**src/rtl/pipeline_ctrl.sv**
```systemverilog
// Central stall/flush controller for the five-stage pipeline.
// Merges per-stage stall requests into a stall vector, sequences exception/ERET
// flushes (deferring them while the data bus is busy) and keeps stall debug counters.
module pipeline_ctrl #(
    parameter logic [31:0] EXC_VECTOR    = 32'h0000_0020,
    parameter int unsigned STALL_TIMEOUT = 1024
) (
    input  logic        clk,
    input  logic        rst,
    input  logic        stallreq_if,
    input  logic        stallreq_id,
    input  logic        stallreq_ex,
    input  logic        stallreq_mem,
    input  logic [31:0] excepttype_i,
    input  logic [31:0] cp0_epc_i,
    output logic [5:0]  stall,
    output logic        flush,
    output logic [31:0] new_pc,
    output logic        exc_pending,
    output logic [31:0] stall_cycles,
    output logic        stall_timeout
);

    localparam logic [31:0] ExcEret = 32'h0000_000e;
    localparam int unsigned CntW    = $clog2(STALL_TIMEOUT + 1);
    localparam logic [CntW-1:0] TimeoutVal = CntW'(STALL_TIMEOUT);

    typedef enum logic [0:0] {
        StRun,
        StExcWait
    } state_e;

    state_e          state_q, state_d;
    logic [31:0]     exc_code_q, exc_code_d;
    logic [31:0]     epc_q, epc_d;
    logic [31:0]     stall_cycles_q, stall_cycles_d;
    logic [CntW-1:0] consec_q, consec_d;
    logic            timeout_q, timeout_d;
    logic [5:0]      req_stall;
    logic            stalled;

    // ERET returns to EPC; every other nonzero code enters the exception vector.
    function automatic logic [31:0] redirect_pc(input logic [31:0] code,
                                                input logic [31:0] epc);
        return (code == ExcEret) ? epc : EXC_VECTOR;
    endfunction

    // Latest stage requesting a stall wins; it freezes itself and everything before it.
    always_comb begin
        req_stall = 6'b000000;
        if (stallreq_mem) begin
            req_stall = 6'b011111;
        end else if (stallreq_ex) begin
            req_stall = 6'b001111;
        end else if (stallreq_id) begin
            req_stall = 6'b000111;
        end else if (stallreq_if) begin
            req_stall = 6'b000011;
        end
    end

    // Exception sequencing: next state, latches and combinational stall/flush/new_pc.
    always_comb begin
        state_d    = state_q;
        exc_code_d = exc_code_q;
        epc_d      = epc_q;
        flush      = 1'b0;
        new_pc     = 32'h0;
        stall      = req_stall;
        unique case (state_q)
            StRun: begin
                if (excepttype_i != 32'h0) begin
                    if (!stallreq_mem) begin
                        flush  = 1'b1;
                        new_pc = redirect_pc(excepttype_i, cp0_epc_i);
                    end else begin
                        // Data bus busy: hold the exception until the access completes.
                        exc_code_d = excepttype_i;
                        epc_d      = cp0_epc_i;
                        state_d    = StExcWait;
                    end
                end
            end
            StExcWait: begin
                if (!stallreq_mem) begin
                    flush   = 1'b1;
                    new_pc  = redirect_pc(exc_code_q, epc_q);
                    state_d = StRun;
                end
            end
            default: state_d = StRun;
        endcase
        if (flush) begin
            stall = 6'b000000;
        end
    end

    assign stalled = (stall != 6'b000000);

    // Debug counters: total stalled cycles and saturating consecutive-stall run length.
    always_comb begin
        stall_cycles_d = stall_cycles_q + {31'h0, stalled};
        consec_d       = consec_q;
        timeout_d      = timeout_q;
        if (!stalled || flush) begin
            consec_d = '0;
        end else if (consec_q != TimeoutVal) begin
            consec_d = consec_q + 1'b1;
        end
        if (stalled && (consec_d == TimeoutVal)) begin
            timeout_d = 1'b1;
        end
    end

    // State and counter registers with synchronous reset.
    always_ff @(posedge clk) begin
        if (rst) begin
            state_q        <= StRun;
            exc_code_q     <= 32'h0;
            epc_q          <= 32'h0;
            stall_cycles_q <= 32'h0;
            consec_q       <= '0;
            timeout_q      <= 1'b0;
        end else begin
            state_q        <= state_d;
            exc_code_q     <= exc_code_d;
            epc_q          <= epc_d;
            stall_cycles_q <= stall_cycles_d;
            consec_q       <= consec_d;
            timeout_q      <= timeout_d;
        end
    end

    assign exc_pending   = (state_q == StExcWait);
    assign stall_cycles  = stall_cycles_q;
    assign stall_timeout = timeout_q;

endmodule

```
**config.mk**
```make
export PLATFORM = sky130hd
export DESIGN_NAME = pipeline_ctrl
export DESIGN_NICKNAME = d
export VERILOG_FILES = /design/src/rtl/pipeline_ctrl.sv
export SDC_FILE = /design/constraint.sdc
export NUM_CORES = 1
export LEC_CHECK = 0
export CELL_PAD_IN_SITES_DETAIL_PLACEMENT = 1
export CELL_PAD_IN_SITES_GLOBAL_PLACEMENT = 1
export CORE_MARGIN = 2
export CORE_UTILIZATION = 38
export CTS_CLUSTER_DIAMETER = 40
export DETAILED_ROUTE_END_ITERATION = 10
export HOLD_SLACK_MARGIN = 0.03
export PLACE_DENSITY_LB_ADDON = 0.1
export SETUP_SLACK_MARGIN = 0.5
export SLEW_MARGIN = 20
export SYNTH_ARGS = -nofsm -noshare
export SYNTH_HDL_FRONTEND = slang
export SYNTH_SLANG_ARGS = --single-unit
```
**constraint.sdc**
```tcl
create_clock -name clk -period 3.9 [get_ports clk]
set_input_delay 0.39 -clock clk [delete_from_list [all_inputs] [get_ports clk]]
set_output_delay 0.39 -clock clk [all_outputs]
set_load 0.005 [all_outputs]
```
Word-level counts from Yosys, hierarchy flattened. Index checks and enable logic that the tools add are counted.

Bits in registers: 109. Latch bits: 0. RAM bits: 0. Bits of input ports: 70. Word-level logic and storage cells: 38. Output and inout port bits: 73. ROM bits: 0. Memories kept: 0.

Bitwise logic cells: 1. Shift-type cells: 0. Multipliers: 0. $lt $le $gt $ge: 0. Equality and inequality tests: 4. Multiplexer cells: 19. Reductions and logical operators: 6. Div/mod/pow operators: 0. Add/sub/neg operators: 2.

Operators with widths (count): two-way mux 32 bit (5); equality test 32 x 4 -> 1 bit, second input constant (2); one-hot mux 32 bit (2 select lines) (1); adder 32 x 1 -> 32 bit (1); nonzero test 32 bit (1); two-way mux 11 bit (2); two-way mux 6 bit (2); adder 11 x 1 -> 11 bit, second input constant (1); equality test 11 bit, second input constant (1); != test 11 bit, second input constant (1); nonzero test 6 bit (1); two-way mux 1 bit (4); two-way mux 4 bit (1); one-hot mux 1 bit (2 select lines) (2); two-way mux 3 bit (1); AND reduction 3 bit (1); two-way mux 2 bit (1); logical AND 1 bit (1); logical NOT 1 bit (1); logical OR 1 bit (1); NOT 1 bit (1).

Depth between registers and ports, before layout.
Depth in word-level cells: 11. Depth in mapped cells: 10. Mapped depth without buffers: 9.

Worst setup path before layout. No wires, ideal clock.

Path kind: input-to-reg. From: input port excepttype_i[10]. To: register stall_cycles_q[24] (netlist: stall_cycles[24]). Arrival: 2396 ps. Setup slack: 1376 ps. Required time: 3772 ps. Buffers on the path: 1. Library setup time: 128 ps. Stages on the path: 10. Cells stage by stage: nor4_1 -> nand4_1 -> o31ai_1 -> ha_1 -> ha_1 -> nand3_1 -> clkbuf_1 -> nor3_1 -> xnor2_1 -> nor2_1.

Cells in the longest elaborated chain, start to end: 6.

RTL lines: from (decl) (RTL line 14) `input logic [31:0] excepttype_i,`; nonzero test 32 bit (RTL line 72) `if (excepttype_i != 32'h0) begin`; two-way mux 1 bit (RTL line 72); one-hot mux 1 bit (2 select lines) (RTL line 70) `unique case (state_q)`; two-way mux 6 bit (RTL line 93) `if (flush) begin`; nonzero test 6 bit (RTL line 98) `assign stalled = (stall != 6'b000000);`; adder 32 x 1 -> 32 bit (RTL line 102) `stall_cycles_d = stall_cycles_q + {31'h0, stalled};`; to (signal assigned) (RTL line 128) `stall_cycles_q <= stall_cycles_d;`; to (decl) (RTL line 36) `logic [31:0] stall_cycles_q, stall_cycles_d;`.

Every way passes these cells. A chain may end at the register's enable or synchronous reset.

Worst setup path after layout.
From: input port excepttype_i[31]. To: output port new_pc[22].

Cells in the longest elaborated chain, start to end: 5. Elaborated cells between the ends (all ways): 6. Classes of those cells: eq/ne: 1; mux: 4; reduce/logical: 1.

RTL lines: equality test 32 x 4 -> 1 bit (RTL line 45) `return (code == ExcEret) ? epc : EXC_VECTOR;`; two-way mux 32 bit (RTL line 45); two-way mux 32 bit (RTL line 73) `if (!stallreq_mem) begin`; two-way mux 32 bit (*) (RTL line 72); one-hot mux 32 bit (2 select lines) (*) (RTL line 70); to (decl) (RTL line 18) `output logic [31:0] new_pc,`.

Mark *: on every way between the ends. The rest lies on a longest branch, timed or not.

==> impl_metrics.json <==
{
  "rsz0062_at_grt": "false",
  "ant_nets": 0,
  "placed_cells": 862,
  "worst_setup_path_start_kind": "input port",
  "cts.sinks": 109,
  "synthTopCellsByCount": "nor2_1 (139), dfxtp_1 (109), mux2i_1 (61)",
  "ys_seq_area_share_pct": 43.2,
  "synthTopCellsByArea": "dfxtp_1 (43%), mux2i_1 (12%), nor2_1 (10%)",
  "regToRegSetupSlack_ns": 1.14,
  "max_cap_viol_count": 0,
  "via_per_inst": 5.25,
  "fin_area_sq_um": 6860,
  "final_layout_size_suffix_gt1_share_pct": 5.27,
  "status": "finished clean",
  "min_path_cells": 2,
  "htreeDepth": 3,
  "synth_top_cell_by_area": "dfxtp_1",
  "worst_hold_path.endpoint": "exc_code_q[1]",
  "reg2reg_to": "stall_cycles[22]",
  "placed_area_sq_um": 6520,
  "core_sq_um": 13100,
  "layout_min_cycle_time_ns": 3.27,
  "finalCritPeriodShare_pct": 83.9,
  "rows": 42,
  "cp_max_fo": 31,
  "synth_seq_cells": 109,
  "tightestPinTransition_ns": 0.707,
  "port_buffers": 141,
  "synth_top_area_share_pct": 43.2,
  "grtUsageTotal_pct": 21.6,
  "vias": 4608,
  "fmax_mhz": 306,
  "avgSynthCellArea_sq_um": 8.83,
  "cts_root_buffer": "clkbuf_16",
  "p_leak_nw": 2.59,
  "start_util_pct": 38.6,
  "dpl.hpwl_mm": 10.7,
  "nets": 772,
  "diodes": 0,
  "grt_pass1_wl_mm": 24.7,
  "final_hold_viol_count": 0,
  "antenna_found_initial": 0,
  "die_x_um": 119,
  "cts_tree": "yes",
  "overflow": 0,
  "dr.pass1.iters": 4,
  "slowest_stage": "clkdlybuf4s50_1",
  "arrival_ns": 2.88,
  "ir_worst_vdd_v": 0.000220,
  "final.setup.tns_ns": 0,
  "worstSetupEndpointType": "output pin",
  "ys_types": 43,
  "syn_nets": 646,
  "hp-class": "reg2reg",
  "chipHeight_um": 119,
  "drtIter0Drc": 208,
  "clkSlewWorstSetupHoldPaths_ns": 0.07,
  "power.density_nw_per_um2": 348,
  "worstPathCellList": "clkdlybuf4s50_1 -> nor4_1 -> nand4_1 -> buf_4 -> nor3_2 -> clkbuf_8 -> a22oi_1 -> nor2_1 -> clkdlybuf4s50_1",
  "clockBufferDepth": 2,
  "yosysMostFrequentCell": "nor2_1",
  "synth_edf_count": 0,
  "final_cells": 878,
  "routabilityCongestion": 0.832,
  "relSlewSlack_pct": 52.7,
  "critPathMostFrequentCell": "clkdlybuf4s50_1",
  "syn_area_sq_um": 5050,
  "critPathRequiredTime_ns": 3.51,
  "synthArstFlopShare_pct": 0,
  "slew_viol_final": 0,
  "grt_max_degree": 39,
  "yosys_warnings": 0,
  "cts-buffers-inserted": 9,
  "reg2reg_from": "exc_pending",
  "areaGrowthSynthToFinish_pct": 35.8,
  "ioPinCount": 143,
  "ff2ff_path_depth": 10,
  "clock_latency_ns": 0.35,
  "synthCells": 572,
  "setup_viol_count_final": 0,
  "clock_skew_ns": 0.00687,
  "fp.dieArea_sq_um": 14200,
  "routed_wl_mm": 15.1,
  "min-delay-start": "exc_code_q[1]",
  "drc": 0,
  "synth_flop_cell": "dfxtp_1",
  "first_global_vias": 4907,
  "critPathKind": "in2out",
  "cpPeakStageDelay_ns": 0.52,
  "wl_per_cell_um": 17.3,
  "dp_slack_ns": 0.202,
  "worst_slack_ns": 0.627
}
-- cells in the final DEF, fill, tap and decap left out, drive strengths merged, types with 2 or more instances in the layout --
| cell | n |
|---|---|
| clkdlybuf4s50 | 140 |
| nor2b | 2 |
| or3 | 7 |
| or2 | 2 |
| dfxtp | 109 |
| nand2b | 3 |
| mux2i | 61 |
| nor2 | 139 |
| nor4 | 19 |
| and3 | 4 |
| o21ai | 7 |
| a22oi | 31 |
| nand3 | 20 |
| and4 | 5 |
| clkbuf | 13 |
| xnor2 | 26 |
| inv | 12 |
| nor4b | 2 |
| nand2 | 16 |
| xor2 | 9 |
| and4b | 2 |
| buf | 12 |
| o31ai | 4 |
| nand4 | 11 |
| a21o | 2 |
| a21oi | 9 |
| nor3 | 17 |
| and2 | 2 |
| ha | 4 |
| clkinv | 2 |
-- how the worst max path moves through the flow --
stage | start | slack [ns] | depth (start not counted) | endpoint
after detailed placement | excepttype_i[31] | 0.20 | 10 | stall_cycles[22]
after global routing | excepttype_i[18] | 0.51 | 9 | new_pc[2]
after CTS | excepttype_i[31] | 0.54 | 8 | new_pc[4]
final | excepttype_i[31] | 0.63 | 9 | new_pc[22]
after global placement | excepttype_i[0] | 0.35 | 10 | stall_cycles[28]
after floorplan | excepttype_i[10] | 1.38 | 10 | stall_cycles[24]
-- registers in the layout, indices dropped and copies added, names as in the netlist --
register       flops
epc_q             32
exc_pending        1
stall_timeout      1
stall_cycles      32
consec_q          11
exc_code_q        32
-- where the power goes --
part | switching, W | internal (W)
Clock | 0.000408 | 0.000547
Sequential | 0.0000266 | 0.00116
Combinational | 0.000115 | 0.000135
-- cell families (layout without fill, tap and decap cells) --
logic type	Yosys count	after routing	share of synthesized area [%]
DFF	109	109	43.2
buffers and inverters	50	180	5.92
muxes	62	62	12.3
AOI/OAI and AO/OA	60	60	8.40
and+or+nand+nor	251	251	23.0
xor gates and xnor gates	35	35	6.07
adders and majority gates	4	4	0.991
other	1	1	0.0743
-- layout make-up --
| type | count | area [sq um] |
|---|---|---|
| multi-input cells | 413 | 2600 |
| clock buffers | 12 | 267 |
| flip-flops and latches | 109 | 2180 |
| well taps | 176 | 220 |
| clock inverters | 3 | 43.8 |
| repair buffers | 153 | 1500 |
| inverters | 12 | 45.0 |
| fillers | 1498 | 6230 |
-- critical path, delay by kind of cell --
family / cells / cell delay, ns
buffers and inverters: 4 / 1.45
AOI/OAI and AO/OA: 1 / 0.14
and+or+nand+nor: 4 / 0.88
-- stage by stage --
stage | hold WS (ns) | utilization, % | power, W
5_1_grt | 0.493 | 52.4 | 0.00248
4_1_cts | 0.460 | 52.2 | 0.00241
3_3_place_gp | 0.445 | 49.8 | 0.00145
6_report | 0.458 | 52.4 | 0.00239
3_5_place_dp | 0.448 | 49.8 | 0.00146
2_1_floorplan | 0.432 | - | 0.00134
-- what timing repair did --
item	CTS	global route
pin swaps	0	1
endpoints found under the setup margin	8	33
hold buffers	0	0
resized for setup	1	3
buffers inserted	0	1
-- metal layers --
layer | share of wire [%] | vias to the layer above | track usage [%]
met4 | 1.1 | 0 | 5.65
met3 | 5.7 | 12 | 6.75
met1 | 43 | 2261 | 25.5
met5 | 0 | - | 0
li1 | - | 2231 | -
met2 | 50 | 104 | 37.9
No activity file was read; power rests on OpenSTA's default activity.
